## src/rtl/ysyx_25060170_lsu_bus.sv

```systemverilog
// Load/store unit bridging EX and WB over a valid/ready memory bus.
// One access in flight; lane steering, extension and fault reporting.
module ysyx_25060170_lsu_bus #(
    parameter int XLEN     = 32,
    parameter int AW       = 32,
    parameter int MAX_WAIT = 255
) (
    input  logic              clk,
    input  logic              rst,
    input  logic              ex_valid,
    output logic              ls_ready,
    input  logic [3:0]        ls_ctl,
    input  logic [XLEN-1:0]   alu_res,
    input  logic [XLEN-1:0]   store_data,
    output logic              mem_req_valid,
    input  logic              mem_req_ready,
    output logic              mem_req_we,
    output logic [AW-1:0]     mem_req_addr,
    output logic [XLEN-1:0]   mem_req_wdata,
    output logic [XLEN/8-1:0] mem_req_wstrb,
    input  logic              mem_rsp_valid,
    input  logic [XLEN-1:0]   mem_rsp_rdata,
    input  logic              mem_rsp_err,
    output logic              ls_valid,
    input  logic              wb_ready,
    output logic [XLEN-1:0]   ls_data_o,
    output logic              ls_exc,
    output logic [2:0]        ls_exc_cause,
    output logic [XLEN-1:0]   ls_data_forward
);

    localparam int SW = XLEN / 8;
    localparam int LB = $clog2(SW);
    localparam int CW = (MAX_WAIT > 0) ? $clog2(MAX_WAIT + 1) : 1;
    localparam logic [CW-1:0] MW = CW'(MAX_WAIT);

    localparam logic [2:0] C_NONE  = 3'd0;
    localparam logic [2:0] C_MISAL = 3'd1;
    localparam logic [2:0] C_BUS   = 3'd2;
    localparam logic [2:0] C_TMO   = 3'd3;
    localparam logic [2:0] C_SIZE  = 3'd4;

    typedef enum logic [1:0] {
        IDLE,
        REQ,
        WAIT,
        DONE
    } state_e;

    state_e            state_q, state_d;
    logic [2:0]        lctl_q, lctl_d;
    logic              ld_q, ld_d;
    logic [LB-1:0]     off_q, off_d;
    logic [CW-1:0]     cnt_q, cnt_d;
    logic              valid_q, valid_d;
    logic [XLEN-1:0]   data_q, data_d;
    logic [2:0]        cause_q, cause_d;
    logic              exc_q, exc_d;
    logic              rqv_q, rqv_d;
    logic              we_q, we_d;
    logic [AW-1:0]     addr_q, addr_d;
    logic [XLEN-1:0]   wdata_q, wdata_d;
    logic [SW-1:0]     wstrb_q, wstrb_d;

    logic              is_load;
    logic              is_store;
    logic              is_lwu;
    logic [1:0]        sz;
    logic              illegal;
    logic              misal;
    logic [SW-1:0]     strb_base;
    logic [AW-1:0]     ea;
    logic [XLEN-1:0]   rsh;

    function automatic logic [XLEN-1:0] load_ext(
        input logic [2:0]      c,
        input logic [XLEN-1:0] w
    );
        logic [XLEN-1:0] r;
        r = '0;
        case (c)
            3'b001:  r = XLEN'($signed(w[7:0]));
            3'b010:  r = XLEN'($signed(w[15:0]));
            3'b011:  r = XLEN'($signed(w[31:0]));
            3'b100:  r = w;
            3'b101:  r = XLEN'(w[7:0]);
            3'b110:  r = XLEN'(w[15:0]);
            3'b111:  r = XLEN'(w[31:0]);
            default: r = '0;
        endcase
        return r;
    endfunction

    // Op decode of the EX-presented control word
    always_comb begin
        is_load  = ls_ctl[3] && (ls_ctl[2:0] != 3'b000);
        is_store = 1'b0;
        is_lwu   = is_load && (ls_ctl[2:0] == 3'b111);
        sz       = 2'd0;
        if (is_load) begin
            unique case (1'b1)
                ls_ctl[2:0] == 3'b100: sz = 2'd3;
                ls_ctl[1:0] == 2'b01:  sz = 2'd0;
                ls_ctl[1:0] == 2'b10:  sz = 2'd1;
                ls_ctl[1:0] == 2'b11:  sz = 2'd2;
                default:               sz = 2'd0;
            endcase
        end else begin
            unique case (ls_ctl)
                4'b0001: begin is_store = 1'b1; sz = 2'd0; end
                4'b0010: begin is_store = 1'b1; sz = 2'd1; end
                4'b0100: begin is_store = 1'b1; sz = 2'd2; end
                4'b0101: begin is_store = 1'b1; sz = 2'd3; end
                default: begin is_store = 1'b0; sz = 2'd0; end
            endcase
        end
    end

    always_comb begin
        illegal = (XLEN == 32) && ((sz == 2'd3) || is_lwu);
        unique case (sz)
            2'd0: misal = 1'b0;
            2'd1: misal = alu_res[0];
            2'd2: misal = alu_res[1:0] != 2'b00;
            2'd3: misal = alu_res[2:0] != 3'b000;
        endcase
        unique case (sz)
            2'd0: strb_base = SW'(8'h01);
            2'd1: strb_base = SW'(8'h03);
            2'd2: strb_base = SW'(8'h0F);
            2'd3: strb_base = '1;
        endcase
    end

    assign ea  = AW'(alu_res);
    assign rsh = mem_rsp_rdata >> {off_q, 3'b000};

    always_comb begin
        state_d = state_q;
        lctl_d  = lctl_q;
        ld_d    = ld_q;
        off_d   = off_q;
        cnt_d   = cnt_q;
        valid_d = valid_q;
        data_d  = data_q;
        cause_d = cause_q;
        rqv_d   = rqv_q;
        we_d    = we_q;
        addr_d  = addr_q;
        wdata_d = wdata_q;
        wstrb_d = wstrb_q;

        unique case (state_q)
            IDLE: begin
                if (ex_valid) begin
                    lctl_d  = ls_ctl[2:0];
                    ld_d    = is_load;
                    off_d   = alu_res[LB-1:0];
                    cause_d = C_NONE;
                    if (!is_load && !is_store) begin
                        state_d = DONE;
                        valid_d = 1'b1;
                        data_d  = alu_res;
                    end else if (illegal) begin
                        state_d = DONE;
                        valid_d = 1'b1;
                        data_d  = '0;
                        cause_d = C_SIZE;
                    end else if (misal) begin
                        state_d = DONE;
                        valid_d = 1'b1;
                        data_d  = '0;
                        cause_d = C_MISAL;
                    end else begin
                        state_d = REQ;
                        rqv_d   = 1'b1;
                        we_d    = is_store;
                        addr_d  = {ea[AW-1:LB], {LB{1'b0}}};
                        wdata_d = is_store
                                ? store_data << {alu_res[LB-1:0], 3'b000}
                                : '0;
                        wstrb_d = is_store
                                ? strb_base << alu_res[LB-1:0]
                                : '0;
                    end
                end
            end
            REQ: begin
                if (mem_req_ready) begin
                    rqv_d   = 1'b0;
                    cnt_d   = '0;
                    state_d = WAIT;
                end
            end
            WAIT: begin
                cnt_d = cnt_q + CW'(1);
                // A response in the timeout cycle still completes normally
                if (mem_rsp_valid) begin
                    state_d = DONE;
                    valid_d = 1'b1;
                    if (mem_rsp_err) begin
                        cause_d = C_BUS;
                        data_d  = '0;
                    end else begin
                        cause_d = C_NONE;
                        data_d  = ld_q ? load_ext(lctl_q, rsh) : '0;
                    end
                end else if ((MAX_WAIT != 0) && (cnt_d == MW)) begin
                    state_d = DONE;
                    valid_d = 1'b1;
                    cause_d = C_TMO;
                    data_d  = '0;
                end
            end
            DONE: begin
                if (wb_ready) begin
                    valid_d = 1'b0;
                    state_d = IDLE;
                end
            end
        endcase

        exc_d = cause_d != C_NONE;
    end

    always_ff @(posedge clk) begin
        if (rst) begin
            state_q <= IDLE;
            lctl_q  <= '0;
            ld_q    <= 1'b0;
            off_q   <= '0;
            cnt_q   <= '0;
            valid_q <= 1'b0;
            data_q  <= '0;
            cause_q <= C_NONE;
            exc_q   <= 1'b0;
            rqv_q   <= 1'b0;
            we_q    <= 1'b0;
            addr_q  <= '0;
            wdata_q <= '0;
            wstrb_q <= '0;
        end else begin
            state_q <= state_d;
            lctl_q  <= lctl_d;
            ld_q    <= ld_d;
            off_q   <= off_d;
            cnt_q   <= cnt_d;
            valid_q <= valid_d;
            data_q  <= data_d;
            cause_q <= cause_d;
            exc_q   <= exc_d;
            rqv_q   <= rqv_d;
            we_q    <= we_d;
            addr_q  <= addr_d;
            wdata_q <= wdata_d;
            wstrb_q <= wstrb_d;
        end
    end

    assign ls_ready        = state_q == IDLE;
    assign ls_data_forward = alu_res;
    assign mem_req_valid   = rqv_q;
    assign mem_req_we      = we_q;
    assign mem_req_addr    = addr_q;
    assign mem_req_wdata   = wdata_q;
    assign mem_req_wstrb   = wstrb_q;
    assign ls_valid        = valid_q;
    assign ls_data_o       = data_q;
    assign ls_exc          = exc_q;
    assign ls_exc_cause    = cause_q;

endmodule

```

## config.mk

```make
export PLATFORM = sky130hd
export DESIGN_NAME = ysyx_25060170_lsu_bus
export DESIGN_NICKNAME = d
export VERILOG_FILES = /design/src/rtl/ysyx_25060170_lsu_bus.sv
export SDC_FILE = /design/constraint.sdc
export NUM_CORES = 1
export LEC_CHECK = 0
export ABC_CLOCK_PERIOD_IN_PS = 3600
export BUFFER_PORTS_ARGS = -buffer_cell sky130_fd_sc_hd__buf_2
export CAP_MARGIN = 40
export CORE_MARGIN = 4
export CORE_UTILIZATION = 45
export DETAILED_ROUTE_END_ITERATION = 7
export HOLD_SLACK_MARGIN = 0.12
export PLACE_DENSITY = 0.74
export SYNTH_ARGS = -nofsm -noshare
export SYNTH_HDL_FRONTEND = slang
export SYNTH_SLANG_ARGS = --single-unit
```

## constraint.sdc

```tcl
create_clock -name clk -period 3.6 [get_ports clk]
set_input_delay 0.72 -clock clk [delete_from_list [all_inputs] [get_ports clk]]
set_output_delay 0.72 -clock clk [all_outputs]
set_load 0.1 [all_outputs]
```

==> metrics.md, run 1 <==
| Metric | Value |
|---|---|
| Pin count of the biggest net entering global routing | `86` |
| Drt pass-1 iters | `5` |
| Rows | `44` |
| Post-CTS Hold Buffers | `0` |
| Postcts setup bufs | `0` |
| Crit path cell chain | `ha_1 -> nand3b_1 -> o31a_1 -> o31ai_2 -> a21oi_1 -> nor3_2 -> buf_4 -> mux2_1` |
| FF-to-FF End | `ls_data_o[26]` |
| TritonCTS clock tree | `yes` |
| Overflow after GRT | `0` |
| H-tree Lvls | `4` |
| Unique masters post-synth | `66` |
| Max_cap viols | `0` |
| Mapped Area | `6650 um^2` |
| Status | `complete, no violations` |
| Clock buffer depth | `2` |
| Required time of the critical path | `3900 ps` |
| Ys Warns | `0` |
| Crit. Startpoint | `cnt_q[0]` |
| Post_cts resized | `0` |
| Cell Pwr Density | `715 nW/um^2` |
| Antenna diode count | `0` |
| Routed len/inst | `18.0 um` |
| Internal power | `between 3 and 4 mW` |
| Worst IR Drop VDD | `0.411 mV` |
| Hold Crit Class | `reg2reg` |
| Setup Skew | `roughly 5.7 ps` |
| Slowest CP cell | `dfxtp_1` |
| Total GRT Usage | `0.252` |
| Worst-Margin Slew | `734 ps` |
| Syn_area_per_cell | `8.01 um^2` |
| Routed WL | `21800 um` |
| Die area | `~17000 um^2` |
| RSZ-0062 raised after global routing | `false` |
| I/O Pins | `about 250` |
| Ys async rst share | `0` |
| Tot Pwr | `5.97 mW` |
| Startpoint types | `flip-flop` |
| HPWL Detailed | `roughly 16000 um` |
| Pins over their slew limit | `0` |
| Worst path max stage delay | `420 ps` |
| Data arrival time of the worst path | `2940 ps` |
| Dpl cells | `1176` |
| Area Growth Syn to Fin | `25.5%` |
| Clock network fraction of total power | `0.298` |
| Vias | `6808` |
| Critical path class | `reg2reg` |
| Reg-to-reg startpoint | `cnt_q[0]` |
| Min Tclk post-route | `around 2600 ps` |
| GP Congestion | `0.948` |
| Critical Path Fanout Max | `16` |
| # nets final | `1124` |
| Logic pwr share | `0.431` |
| Critical Path Sink | `ls_data_o[26]` |
| Antenna violations before repair | `0` |
| FMAX | `between 300 and 400 MHz` |
| CTS Root Cell | `clkbuf_16` |
| Share of layout cells above drive strength 1 | `0.325` |
| Final period util | `0.732` |
| Initial DRC Count | `between 600 and 700` |
| Clock Sinks | `121` |
| Die X | `around 130 um` |
| Vias per cell | `5.64` |
| DRC Markers | `0` |
| Port bufs | `around 240` |
| Leakage | `approximately 3.5 nW` |
| Core ar. | `14500 um^2` |
| Register area share after synthesis | `0.364` |
| Final setup vio count | `0` |
| Post-Syn Instances | `830` |
| Fin cells | `1208` |
| Reg2Reg Setup Slack | `960 ps` |
| Setup crit end kind | `flip-flop` |
| Synth Flop Type | `dfxtp_1` |
| Die Y | `130 um` |
| Seq pwr share | `0.271` |
| Switching share of power | `0.464` |
| Setup TNS | `0 ps` |
| Number of buffers created by CTS | `17` |
| Clock latency on the worst-skew pair | `420 ps` |
| Worst reg2reg path depth | `8` |
| Post-synth EDFFs | `0` |
| Yosys reg bits | `121` |
| Net Sw Power | `2.77 mW` |
| Starting Density | `0.459` |
| Post-route ant nets | `0` |
| Final hold vios | `0` |
| First-pass GRT wire length | `about 33000 um` |
| Max-slew headroom | `0.510` |
| Clock-pin slew on the worst setup and hold paths | `approximately 60 ps` |
| Vias in the first global route | `between 6000 and 7000` |
[Yosys cell counts, types with 2 or more instances]
cell       count  share of area
or2_2          3         0.0028
nor2_1        27          0.015
mux2_2        21          0.036
nor4_1         2         0.0019
o2bb2ai_1      8          0.011
clkbuf_1      35          0.020
mux2_4         3         0.0068
or3b_1         2         0.0026
nor2b_1       13          0.012
a211o_1        3         0.0040
dfxtp_1      121           0.36
and3_1         2         0.0019
a21o_1        13          0.015
nor3_2         2         0.0030
buf_2         16          0.012
mux2i_1       38          0.057
a31oi_1       17          0.016
or3_1          2         0.0019
buf_1          9         0.0051
buf_6          2         0.0034
nand2b_1       6         0.0056
xnor2_1        2         0.0026
a22oi_1       26          0.029
o21ai_1        2         0.0015
nor3_1         9         0.0068
o31a_1         2         0.0026
a21oi_1      114          0.086
o21a_1         3         0.0034
o2111ai_1     10          0.013
mux2_1         2         0.0034
o22ai_1        2         0.0019
clkinv_1       2         0.0011
a211oi_2       2         0.0038
o21ai_0       23          0.017
nand2_1      155          0.087
ha_1           6          0.011
and2_1         2         0.0019
buf_4         37          0.042
nand4_1        3         0.0028
inv_1          9         0.0051
nand3_1       30          0.023
a211oi_1      20          0.023
[area by class of cell]
type                    count  area, um^2
clock inverters            13         171
multi-input cells         598        3640
well taps                 184         230
clock buffers              19         443
fillers                  1376        6130
flip-flops and latches    121        2420
inverters                  12        45.0
repair buffers            261        1390
[routing by layer]
metal  vias up  share of wire  track usage
li1       3293              -            -
met1      3151           0.42        0.330
met2       310           0.47        0.408
met3        54          0.087       0.0581
met4         0          0.029       0.0892
met5         -              0            0
[sequential cells by signal, summed over array words and instances, names as in the netlist]
register,flops
off_q,2
mem_req_wdata,32
lctl_q,3
ls_exc,1
ls_exc_cause,3
ls_data_o,32
state_q,2
ls_valid,1
mem_req_wstrb,4
ld_q,1
mem_req_we,1
mem_req_valid,1
mem_req_addr,30
cnt_q,8
[power groups by stage]
| stage | sequential [mW] | combinational, mW | clock (mW) |
|---|---|---|---|
| 6_report | 1.62 | 2.57 | 1.78 |
| 5_1_grt | 1.63 | 2.72 | 1.85 |
| 4_1_cts | 1.62 | 2.57 | 1.80 |
| 3_5_place_dp | 1.64 | 2.56 | 0 |
| 3_3_place_gp | 1.64 | 2.54 | 0 |
| 2_1_floorplan | 2.55 | 1.17 | 0 |
[critical path: cells and delay by family (launching register included)]
kind / cells / cell delay, ps
compound gates: 3 / 770
flops: 1 / 420
simple gates: 2 / 360
fa+ha+maj: 1 / 350
mux: 1 / 350
buf+inv: 1 / 260
[logic make-up after synthesis]
group / count (synthesis) / synth area share
DFF: 121 / 0.364
AOI/OAI and AO/OA: 255 / 0.240
buffers and inverters: 112 / 0.0911
muxes: 65 / 0.106
adders and majority gates: 7 / 0.0128
other: 1 / 0.000564
xor gates and xnor gates: 2 / 0.00263
and+or+nand+nor: 267 / 0.182
[placed cells by master, fill, tap and decap left out, drive strengths merged, types with 2 or more instances in the layout]
cell type / instances
a211o: 3
a211oi: 22
a21o: 13
a21oi: 114
a22oi: 26
a31oi: 17
and2: 3
and3: 2
buf: 261
bufinv: 3
clkbuf: 19
clkinv: 6
clkinvlp: 5
conb: 2
dfxtp: 121
ha: 6
inv: 11
mux2: 26
mux2i: 38
nand2: 156
nand2b: 6
nand3: 31
nand4: 3
nor2: 27
nor2b: 13
nor3: 11
nor4: 3
o2111ai: 10
o21a: 3
o21ai: 25
o22ai: 2
o2bb2ai: 8
o31a: 2
or2: 3
or3: 2
or3b: 2
xnor2: 2
[per-stage QoR]
step / setup slack, ps / cell area, um^2 / hold slack, ps / utilization
after detailed placement: 639 / 7730 / 442 / 0.534
after global placement: 678 / 7730 / 435 / 0.534
after CTS: 983 / 8340 / 449 / 0.576
after floorplan: 755 / 6650 / 432 / -
after global routing: 821 / 8340 / 471 / 0.576
final: 965 / 8340 / 448 / 0.576
[how the worst min path moves through the flow]
stage,startpoint,end,slack [ps],cells past startpoint
floorplan,ld_q,ld_q,430,2
global placement,mem_req_wdata[9],mem_req_wdata[9],440,2
detailed placement,mem_req_wdata[10],mem_req_wdata[10],440,2
CTS,mem_req_wdata[1],mem_req_wdata[1],450,2
global route,mem_req_addr[17],mem_req_addr[17],470,2
finish,mem_req_wdata[8],mem_req_wdata[8],450,2
(Power assumes the default switching activity.)
==> run 2: changes to the inputs <==
- ABC_CLOCK_PERIOD_IN_PS: 3600 -> 2400
- PLACE_DENSITY: 0.74 -> 0.77
- clock period: 3.6 -> 2.4 ns (I/O delays scaled with it)
==> run 2 against run 1 <==
Die area is the same. Sequential share of layout area down 1.2 points. Combinational power rose by 58%. Critical path type unchanged.
==> metrics.md, run 2 (synthesis results as in run 1) <==
| Metric | Value |
|---|---|
| Leakage | `3.72 nW` |
| HPWL Detailed | `16500 um` |
| Clock latency on the worst-skew pair | `410 ps` |
| FF-to-FF End | `ls_exc` |
| Routed WL | `about 22000 um` |
| FMAX | `roughly 440 MHz` |
| Startpoint types | `flip-flop` |
| Hold path start | `alu_res[17]` |
| Total GRT Usage | `0.251` |
| TritonCTS clock tree | `yes` |
| Global Route met1 Usage | `0.312` |
| Max_cap viols | `0` |
| Commonest non-fill, non-tap cell in the layout | `buf_2` |
| Setup TNS | `0 ps` |
| First-pass GRT wire length | `33300 um` |
| Number of buffers created by CTS | `17` |
| Leading cell types in the layout, fill and taps excluded | `242 x buf_2, 155 x nand2_1, 121 x dfxtp_1` |
| Clock buffer depth | `2` |
| DRC Markers | `0` |
| Min Tclk post-route | `2280 ps` |
| Reg-to-reg startpoint | `cnt_q[3]` |
| Pre-CTS WS | `-38.1 ps` |
| Max-slew headroom | `0.550` |
| Met3 GRT Util | `0.0651` |
| GP Congestion | `roughly 0.95` |
| Cell Pwr Density | `1070 nW/um^2` |
| Vias per cell | `~5.6` |
| Pins over their slew limit | `0` |
| Vias in the first global route | `between 6000 and 7000` |
| Worst-Margin Slew | `673 ps` |
| Worst Hold Path Cells | `3` |
| Hold EP | `mem_req_addr[17]` |
| Die Y | `130 um` |
| H-tree Lvls | `4` |
| Clock-pin slew on the worst setup and hold paths | `60 ps` |
| Pin count of the biggest net entering global routing | `51` |
| Required time of the critical path | `between 2000 and 3000 ps` |
| Met2 Usage GRT | `0.416` |
| Switching share of power | `0.445` |
| Logic pwr share | `0.437` |
| Port bufs | `244` |
| Post-route ant nets | `0` |
| Final worst setup slack | `about 120 ps` |
| Critical path class | `reg2reg` |
| Initial DRC Count | `527` |
| Hold Crit Class | `in2reg` |
| Overflow after GRT | `0` |
| Final period util | `0.950` |
| Critical Path Fanout Max | `7` |
| CTS Root Cell | `clkbuf_16` |
| Setup Skew | `4.85 ps` |
| Rows | `44` |
| Die area | `16800 um^2` |
| Clock network fraction of total power | `0.304` |
| Net Sw Power | `between 4 and 5 mW` |
| Worst reg2reg path depth | `7` |
| I/O Pins | `247` |
| Data arrival time of the worst path | `2570 ps` |
| Die X | `130 um` |
| Area Growth Syn to Fin | `30.8%` |
| Setup crit end kind | `flip-flop` |
| Reg area | `roughly 2400 um^2` |
| # nets final | `approximately 1200` |
| Antenna violations before repair | `0` |
| Clock Sinks | `121` |
| Reg2Reg Setup Slack | `120 ps` |
| Routed len/inst | `17.8 um` |
| Final hold vios | `0` |
| Drt pass-1 iters | `5` |
| Layout fillers | `1300` |
| Antenna diode count | `0` |
| Internal power | `around 5.1 mW` |
| Post-CTS Hold Buffers | `0` |
| Core ar. | `14500 um^2` |
| Status | `complete, no violations` |
| Post-layout util | `0.601` |
| Vias | `6914` |
| Multi-input logic area | `3670 um^2` |
| Share of layout cells above drive strength 1 | `0.348` |
| Gr busiest metal | `met2` |
| Worst-case hold slack | `326 ps` |
| Seq pwr share | `0.259` |
| Worst IR Drop VDD | `0.649 mV` |
| Final setup vio count | `0` |
| Starting Density | `0.459` |
==> run 2: cell types whose count changed in the layout (fill, tap and decap cells not counted), sizes merged <==
cell      before  now
inv           11   10
bufinv         3    5
clkinvlp       5    3
buf          261  290
clkbuf        19   20
==> run 2: cell type report <==
class / instances / area share
Timing Repair Buffer: 290 / 0.193
Clock buffer: 20 / 0.0525
Inverter: 12 / 0.00518
Multi-Input combinational cell: 598 / 0.422
Tap cell: 184 / 0.0265
Sequential cell: 121 / 0.278
Clock inverter: 12 / 0.0226
==> run 2: worst max path at each step <==
stage | startpoint | endpoint | slack, ps | cells past startpoint
after CTS | cnt_q[0] | state_q[1] | 30 | 7
final | cnt_q[3] | ls_exc | 120 | 7
after global placement | ls_ctl[1] | ls_data_o[29] | -3 | 7
after floorplan | ls_ctl[3] | ls_data_o[23] | 30 | 9
after detailed placement | ls_ctl[1] | ls_data_o[27] | -40 | 7
after global routing | cnt_q[3] | ls_exc | -70 | 7
==> run 2: routing by layer <==
| metal | wire length [um] | part of all wire |
|---|---|---|
| met5 | 0 | 0 |
| met3 | 1740 | 0.079 |
| met2 | 10700 | 0.48 |
| met1 | 8960 | 0.41 |
| met4 | 660 | 0.030 |
==> run 2: power by group through the flow <==
stage / sequential, mW / combinational (mW) / clock [mW]
3_5_place_dp: 2.44 / 4.02 / 0
6_report: 2.41 / 4.06 / 2.82
3_3_place_gp: 2.44 / 3.97 / 0
4_1_cts: 2.40 / 4.04 / 2.84
2_1_floorplan: 3.83 / 1.79 / 0
5_1_grt: 2.43 / 4.26 / 2.95
==> run 2: repair_timing <==
| item | in CTS | in global routing |
|---|---|---|
| endpoints found under the hold margin | 0 | 0 |
| setup buffers | 0 | 0 |
| gates cloned | 0 | 0 |
| gates resized for setup | 0 | 3 |
| pin swaps | 1 | 1 |
| endpoints found under the setup margin | 1 | 19 |
==> run 2: per-stage QoR <==
stage,cells,power (mW),area (um^2)
after global routing,1237,9.64,8700
final,1237,9.28,8700
after global placement,1204,6.41,8020
after detailed placement,1205,6.46,8030
after floorplan,831,5.61,6670
after CTS,1237,9.28,8690
==> run 2: critical path, stage by stage, from the launching register on <==
cell	delay [ps]
dfxtp_1	440
nand4_1	320
o2111ai_1	430
o31ai_4	160
buf_4	170
a211oi_1	220
a211oi_1	90
or3_1	320
==> run 3: changes to the inputs <==
- ABC_CLOCK_PERIOD_IN_PS: 2400 -> 2800
- PLACE_DENSITY: 0.77 -> 0.74
- clock period: 2.4 -> 2.8 ns (I/O delays scaled with it)
==> run 3 against run 2 <==
Via count decreased by 2.0%. Critical path depth increased by 1. Core utilization decreased by 1.5 points. Register-to-register slack improved by 120 ps. First-iteration DRC count decreased by 2.3%. Clock power decreased by 17%. Worst hold slack improved by 81 ps. Non-clock buffer count decreased by 13. Critical path type unchanged. Critical endpoint is now ls_data_o[9].
==> metrics.md, run 3 (synthesis results as in run 1) <==
| Metric | Value |
|---|---|
| # nets final | `1140` |
| Reg area | `2420 um^2` |
| RSZ-0062 raised after global routing | `false` |
| Setup crit end kind | `flip-flop` |
| Final period util | `0.916` |
| Routed len/inst | `17.6 um` |
| Worst IR Drop VDD | `0.648 mV` |
| Worst reg2reg path depth | `8` |
| Hold Crit Class | `in2reg` |
| Core ar. | `14500 um^2` |
| Clock-pin slew on the worst setup and hold paths | `60 ps` |
| Die area | `around 17000 um^2` |
| Pin count of the biggest net entering global routing | `between 50 and 60` |
| Cell Pwr Density | `914 nW/um^2` |
| Hold EP | `mem_req_addr[6]` |
| Logic pwr share | `0.431` |
| DRC Markers | `0` |
| DRT met1 WL | `roughly 9100 um` |
| Final hold vios | `0` |
| Met3 Wirelength | `approximately 1500 um` |
| FF-to-FF End | `ls_data_o[9]` |
| Commonest non-fill, non-tap cell in the layout | `buf_2` |
| Min Tclk post-route | `2560 ps` |
| Pre-CTS WS | `131 ps` |
| Switching share of power | `0.447` |
| Number of buffers created by CTS | `17` |
| Total GRT Usage | `0.247` |
| Die X | `130 um` |
| Hold path start | `alu_res[6]` |
| Rows | `44` |
| Crit path cell chain | `ha_1 -> nand3b_1 -> o31a_1 -> o31ai_2 -> a21oi_1 -> nor3_4 -> buf_4 -> a211oi_1` |
| Antenna diode count | `0` |
| Worst path max stage delay | `approximately 440 ps` |
| Required time of the critical path | `slightly above 3000 ps` |
| Top delay family on crit path | `compound AO/OA/AOI/OAI gates` |
| Clock buffer depth | `2` |
| Leading cell types in the layout, fill and taps excluded | `243 x buf_2, 155 x nand2_1, 121 x dfxtp_1` |
| Critical Path Fanout Max | `13` |
| Vias per cell | `about 5.5` |
| Setup Skew | `5.99 ps` |
| Vias | `about 6800` |
| Pins over their slew limit | `0` |
| Worst Hold Path Cells | `3` |
| Leakage | `3.62 nW` |
| Post-route ant nets | `0` |
| Reg-to-reg startpoint | `cnt_q[0]` |
| Reg2Reg Setup Slack | `240 ps` |
| Drt pass-1 iters | `5` |
| Max-slew headroom | `0.502` |
| Top Metal Used | `met4` |
| Die Y | `130 um` |
| I/O Pins | `247` |
| Routed WL | `between 20000 and 25000 um` |
| Overflow after GRT | `0` |
| H-tree Lvls | `4` |
| Max_cap viols | `0` |
| Postcts setup bufs | `0` |
| Setup TNS | `0 ps` |
| Critical path class | `reg2reg` |
| Clock network fraction of total power | `0.302` |
| Multi-input logic area | `3650 um^2` |
| Worst-Margin Slew | `745 ps` |
| CTS Root Cell | `clkbuf_16` |
| Share of layout cells above drive strength 1 | `0.334` |
| Initial DRC Count | `515` |
| Status | `complete, no violations` |
| Vias in the first global route | `6201` |
| Startpoint types | `flip-flop` |
| Slowest CP cell | `o31ai_2` |
| Data arrival time of the worst path | `about 2800 ps` |
| Net Sw Power | `3.46 mW` |
| Met2 Routed Length | `slightly above 10000 um` |
| Layout fillers | `1320` |
| GP Congestion | `0.933` |
| Starting Density | `0.459` |
| HPWL Detailed | `16000 um` |
| Final setup vio count | `0` |
| Port bufs | `244` |
| Antenna violations before repair | `0` |
| Clock Sinks | `~120` |
| Seq pwr share | `0.266` |
| Internal power | `4.29 mW` |
| Crit path buf inv count | `1` |
| Area Growth Syn to Fin | `27.6%` |
| Clock latency on the worst-skew pair | `410 ps` |
| Final worst setup slack | `237 ps` |
| FMAX | `390 MHz` |
| TritonCTS clock tree | `yes` |
| First-pass GRT wire length | `32700 um` |
[run 3: changes by cell type in the layout (fill, tap and decap cells not counted), sizes merged]
cell / delta
buf: -13
clkbuf: +5
clkinv: -2
clkinvlp: -2
bufinv: -1
[run 3: what timing repair did]
| item | CTS | global route |
|---|---|---|
| endpoints found under the hold margin | 0 | 0 |
| hold buffers | 0 | 0 |
| gates resized for setup | 0 | 1 |
| endpoints found under the setup margin | 0 | 12 |
[run 3: power by group through the flow]
stage | registers, mW | logic, mW | clock network (mW)
after detailed placement | 2.10 | 3.31 | 0
after floorplan | 3.28 | 1.51 | 0
final | 2.06 | 3.34 | 2.35
after global routing | 2.09 | 3.53 | 2.46
after CTS | 2.06 | 3.32 | 2.38
after global placement | 2.09 | 3.29 | 0
[run 3: layer usage]
metal  track usage  vias up
met1         0.323     3154
met3        0.0495       45
met4        0.0960        0
met2         0.401      268
met5             0        -
li1              -     3311
[run 3: area by class of cell]
class                      instances  share of cell area
tap                              184              0.0271
timing repair buffer             277               0.177
clock inverter                     7              0.0162
inverter                          12             0.00531
sequential                       121               0.286
multi-input combinational        598               0.431
clock buffer                      25              0.0584
[run 3: how the worst max path moves through the flow]
stage	start	endpoint	cells past startpoint
floorplan	ls_ctl[3]	ls_data_o[23]	9
global placement	ls_ctl[1]	ls_data_o[30]	7
detailed placement	ls_ctl[1]	ls_data_o[29]	7
CTS	cnt_q[0]	ls_data_o[9]	8
global route	cnt_q[0]	ls_data_o[9]	8
finish	cnt_q[0]	ls_data_o[9]	8
[run 3: per-stage QoR]
step / cells / hold slack (ps) / utilization / area, um^2 / power [mW]
6_report: 1224 / 407 / 0.586 / 8480 / 7.75
5_1_grt: 1224 / 412 / 0.586 / 8480 / 8.08
4_1_cts: 1224 / 396 / 0.585 / 8480 / 7.77
3_5_place_dp: 1192 / 443 / 0.542 / 7840 / 5.41
3_3_place_gp: 1191 / 435 / 0.541 / 7830 / 5.38
2_1_floorplan: 831 / 432 / - / 6660 / 4.79
[run 3: tightest hold or removal path, stage by stage]
cell and delay (ps):
buf_2 110, nand2_1 50, a21oi_1 50
